$ cat config.mk
export PLATFORM = sky130hd
export DESIGN_NAME = apb_master
export DESIGN_NICKNAME = d
export VERILOG_FILES = /design/src/rtl/apb_pkg.sv /design/src/rtl/apb_timeout.sv /design/src/rtl/apb_master.sv
export SDC_FILE = /design/constraint.sdc
export NUM_CORES = 1
export LEC_CHECK = 0
export ABC_AREA = 1
export BUFFER_PORTS_ARGS = -buffer_cell sky130_fd_sc_hd__buf_2
export CELL_PAD_IN_SITES_DETAIL_PLACEMENT = 1
export CELL_PAD_IN_SITES_GLOBAL_PLACEMENT = 1
export CORE_MARGIN = 2
export CORE_UTILIZATION = 36
export DETAILED_ROUTE_END_ITERATION = 8
export HOLD_SLACK_MARGIN = 0.08
export PLACE_DENSITY = 0.8
export SETUP_SLACK_MARGIN = 0.4
export SLEW_MARGIN = 40
export SYNTH_ARGS = -nofsm -noshare
export SYNTH_HDL_FRONTEND = slang
export SYNTH_SLANG_ARGS = --single-unit
$ cat constraint.sdc
create_clock -name pclk -period 9.8 [get_ports pclk]
set_input_delay 0.49 -clock pclk [delete_from_list [all_inputs] [get_ports pclk]]
set_output_delay 0.49 -clock pclk [all_outputs]
set_load 0.1 [all_outputs]
$ cat src/rtl/apb_pkg.sv
// rtl/apb_pkg.sv - state encoding and strobe constants shared by the APB master files
package apb_pkg;

  typedef enum logic [1:0] {
    IDLE   = 2'd0,
    SETUP  = 2'd1,
    ACCESS = 2'd2
  } state_t;

  localparam logic [3:0] STB_NONE = 4'b0000;
  localparam logic [3:0] STB_ALL  = 4'b1111;

endpackage

$ cat src/rtl/apb_timeout.sv
// rtl/apb_timeout.sv - saturating ACCESS-cycle counter that flags an unanswered transfer
module apb_timeout #(
  parameter int TIMEOUT = 255
) (
  input  logic clk,
  input  logic rst,
  input  logic clear,
  input  logic enable,
  output logic expired
);

  localparam int CW = (TIMEOUT > 0) ? $clog2(TIMEOUT + 1) : 1;
  localparam logic [CW-1:0] MAX  = CW'(TIMEOUT);
  localparam logic [CW-1:0] LAST = (TIMEOUT > 0) ? CW'(TIMEOUT - 1) : '0;

  logic [CW-1:0] count;

  always_ff @(posedge clk or posedge rst) begin
    if (rst) begin
      count <= '0;
    end else if (clear) begin
      count <= '0;
    end else if (enable && (count != MAX)) begin
      count <= count + 1'b1;
    end
  end

  // count holds the number of ACCESS cycles already completed, so the
  // TIMEOUT-th cycle is the one where count has reached TIMEOUT-1.
  assign expired = (TIMEOUT != 0) && enable && (count >= LAST);

endmodule

$ cat src/rtl/apb_master.sv
// rtl/apb_master.sv - bridges a valid/ready request port onto a single-outstanding APB bus
module apb_master
  import apb_pkg::*;
#(
  parameter int ADDR_WIDTH = 32,
  parameter int DATA_WIDTH = 32,
  parameter int TIMEOUT    = 255
) (
  input  logic                  pclk,
  input  logic                  prst,
  input  logic                  req_valid,
  output logic                  req_ready,
  input  logic [ADDR_WIDTH-1:0] req_addr,
  input  logic [DATA_WIDTH-1:0] req_wdata,
  input  logic                  req_write,
  input  logic [3:0]            req_stb,
  output logic                  rsp_valid,
  output logic [DATA_WIDTH-1:0] rsp_rdata,
  output logic                  rsp_err,
  output logic [ADDR_WIDTH-1:0] paddr,
  output logic [DATA_WIDTH-1:0] pdata,
  input  logic [DATA_WIDTH-1:0] prdata,
  output logic                  psel,
  output logic                  penable,
  output logic                  pwrite,
  output logic [3:0]            pstb,
  input  logic                  ready,
  input  logic                  perr
);

  state_t state, state_next;
  logic   accept;
  logic   expired;

  assign accept = req_valid && req_ready;

  always_ff @(posedge pclk or posedge prst) begin
    if (prst) begin
      state <= IDLE;
    end else begin
      state <= state_next;
    end
  end

  always_comb begin
    state_next = state;
    req_ready  = 1'b0;
    psel       = 1'b0;
    penable    = 1'b0;
    case (state)
      IDLE: begin
        req_ready = 1'b1;
        if (req_valid) state_next = SETUP;
      end
      SETUP: begin
        psel       = 1'b1;
        state_next = ACCESS;
      end
      ACCESS: begin
        psel    = 1'b1;
        penable = 1'b1;
        if (ready || expired) state_next = IDLE;
      end
      default: state_next = IDLE;
    endcase
  end

  apb_timeout #(
    .TIMEOUT(TIMEOUT)
  ) u_timeout (
    .clk    (pclk),
    .rst    (prst),
    .clear  (state == SETUP),
    .enable (state == ACCESS),
    .expired(expired)
  );

  // Bus fields only load on acceptance, so they stay stable through SETUP/ACCESS
  // and keep their last values while idle.
  always_ff @(posedge pclk or posedge prst) begin
    if (prst) begin
      paddr     <= '0;
      pdata     <= '0;
      pwrite    <= 1'b0;
      pstb      <= STB_NONE;
      rsp_valid <= 1'b0;
      rsp_rdata <= '0;
      rsp_err   <= 1'b0;
    end else begin
      rsp_valid <= 1'b0;
      if (accept) begin
        paddr  <= req_addr;
        pdata  <= req_wdata;
        pwrite <= req_write;
        pstb   <= req_write ? req_stb : STB_NONE;
      end
      if (state == ACCESS) begin
        if (ready) begin
          rsp_valid <= 1'b1;
          rsp_rdata <= pwrite ? '0 : prdata;
          rsp_err   <= perr;
        end else if (expired) begin
          rsp_valid <= 1'b1;
          rsp_rdata <= '0;
          rsp_err   <= 1'b1;
        end
      end
    end
  end

endmodule

==> flow_metrics.tcl <==
set metrics [dict create \
    post_cts_resize_count 0 \
    floorplan.die.height_um 120 \
    num_vias 4470 \
    detail_route.drc_violations 0 \
    timing.clock.skew_ns 0.00790 \
    critPathKind "reg -> out" \
    cts_tree "done" \
    grt_max_degree 74 \
    r2r_cells 7 \
    post-synth-top-area-fraction_pct 58.9 \
    tightestPinTransition_ns 0.730 \
    seq_area_frac_synth_pct 58.9 \
    totalWireLength_um 14400 \
    ffs_latches_synth 113 \
    clock_insertion_delay_worst_skew_ns 0.41 \
    area_growth_syn_to_layout_pct 36.3 \
    violation_count_after_the_first_detailed_route_iteration 167 \
    fmaxAchievable_mhz 413 \
    critical_path.slowest_cell "buf_2" \
    top_level_ports 212 \
    post_cts_clock_slew_at_the_launch_and_capture_registers_of_the_worst_setup_and_hold_paths_ns 0.05 \
    rsz0062_at_grt "false" \
    post_dp_hpwl_um 10100 \
    worst-r2r-setup-slack_ns 7.60 \
    cts.sink_count 113 \
    grt_antenna_before_repair 1 \
    drive_gt1_share_pct 34.9 \
    cp_cell_sequence "inv_1 > ha_1 > buf_4 > buf_2" \
    synth_top_area_cell "dfrtp_1" \
    die-area_um2 14300 \
    place.detailed.instances 904 \
    worst-path-buf-inv 3 \
    synth.top_cells.by_area "dfrtp_1 (59%), nand2_1 (21%), nand4_1 (4.4%), nand3_1 (3.1%), nand3_2 (2.5%)" \
    num-fill-cells 1660 \
    worst_setup_path_end_kind "output port" \
    grt_first_pass_wirelength_um 23600 \
    worst_hold_path_class "in -> async" \
    port_buffers 211 \
    cts_post_setup_buffers_inserted 0 \
    detailedRoute.firstPassIterationCount 4 \
    replace_congestion 0.784 \
    timing.max_cap.violations 0 \
    period_needed_ns 2.42 \
    critical_path.max_stage_delay_ns 0.51 \
    totalNegativeSetupSlack_ns 0 \
    timing.final.hold_violations 0 \
    std_cell_rows 42 \
    max_slew_margin_pct 51.3 \
    hold_fix_buffers_cts 0 \
    timing.final.max_slew_violations 0 \
    syn_area_per_cell_um2 8.83 \
    crit_path_setup_slack_layout_ns 7.38 \
    critical_path_maximum_fanout 38 \
    n_antenna_cell 0 \
    clock-root-buffer "clkbuf_16" \
    grt.total_usage_pct 20.8 \
    cts_buffers 17 \
    final.period_utilization_pct 24.7 \
    globalRoute.totalOverflow 0 \
    startpoint_type "flop" \
    final_net_count 858 \
    synth.distinct_cells 22 \
    clock_path_buffers 2 \
    cp.depth 4 \
    drt-wirelength-per-cell_um 15.3 \
    endpoint_required_time_on_the_critical_path_ns 9.31 \
    synth_fp_nets 655 \
    outcome "finished, final reports clean" \
    post_synth_inst_count 544 \
    first_global_vias 4735 \
    post_synth_instance_area_um2 4800 \
    floorplan.initialDensity_pct 36.6 \
    fp.coreArea_um2 13100 \
    detail-route-antenna-nets 0 \
    timing.hold.ws_ns 0.191 \
    post-place-ws_ns 7.56 \
    setup_violation_total_in_the_final_timing_report 0 \
    regToRegStartpoint "state[0]" \
    timing.rr.end "pwrite" \
    ys_warn_count 0 \
    stdcell_count 936 \
    route.detailed.vias_per_inst 4.78 \
    cts.htree.levels 4 \
    critPathArrivalTime_ns 1.93 \
    cp_top_family "buffers and inverters" \
    die_width_um 120 \
]
## cells by family after synthesis
family	share of synthesized area, %
AND/OR/NAND/NOR	33.3
AO/OA/AOI/OAI	1.04
adder cells (fa/ha/maj)	1.30
XOR/XNOR	0.365
buffers and inverters	5.08
flip-flops	58.9
## layout by cell type (no fill, tap or decap), types with 3 or more instances in the layout
| cell | instances |
|---|---|
| o21ai_1 | 3 |
| clkbuf_1 | 3 |
| nor2_1 | 10 |
| buf_4 | 3 |
| nand4_1 | 34 |
| bufinv_16 | 3 |
| ha_1 | 5 |
| o21ai_0 | 6 |
| clkbuf_16 | 17 |
| nand3_1 | 30 |
| nand3_2 | 12 |
| dfrtp_1 | 113 |
| clkinv_2 | 4 |
| inv_1 | 15 |
| nand2_1 | 272 |
| buf_2 | 211 |
## layer usage
layer  vias to the layer above  GRT usage (%)  share of wire [%]
li1                       2132              -                  -
met1                      2150           24.4                 40
met2                       174           34.9                 49
met3                        14           8.46                 10
met4                         0           6.62                1.3
met5                         -              0                  0
## Yosys cell counts
cell	number
nand3_2	12
o21ai_0	6
xor2_1	2
nand4_1	34
inv_2	2
buf_2	3
or2_1	1
inv_1	17
buf_6	4
nor2_4	1
o21ai_1	3
nand4_4	1
buf_4	6
clkbuf_1	18
nor2_1	10
dfrtp_1	113
nand2_4	1
ha_1	5
nand3_1	30
nand2_1	273
nand2_2	1
a21oi_1	1
## sequential cells by signal, summed over array words and instances (netlist names)
register / count
rsp_valid: 1
pstb: 4
rsp_err: 1
pdata: 32
state: 2
paddr: 32
pwrite: 1
u_timeout.count: 8
rsp_rdata: 32
## stage by stage
step | area [um^2] | utilization [%]
2_1_floorplan | 4800 | -
3_3_place_gp | 5940 | 45.2
3_5_place_dp | 5940 | 45.2
4_1_cts | 6540 | 49.8
5_1_grt | 6550 | 49.8
6_report | 6550 | 49.8
## area by class of cell
class / instances / area, um^2 / share of cell area (%)
Multi-Input combinational cell: 381 / 1730 / 26.5
Clock inverter: 10 / 134 / 2.05
Sequential cell: 113 / 2830 / 43.2
Tap cell: 176 / 220 / 3.36
Timing Repair Buffer: 215 / 1090 / 16.6
Inverter: 19 / 76.3 / 1.17
Clock buffer: 22 / 464 / 7.09
## how the worst max path moves through the flow
stage                         from  endpoint
final                     state[0]   penable
after global routing      state[0]   penable
after CTS                 state[0]   penable
after global placement    state[0]    pwrite
after detailed placement  state[0]    pwrite
after floorplan               prst  paddr[0]
Power is left out: the tool's default activity adds up to more than one toggle a clock period on the data nets, which glitch-free logic cannot reach.
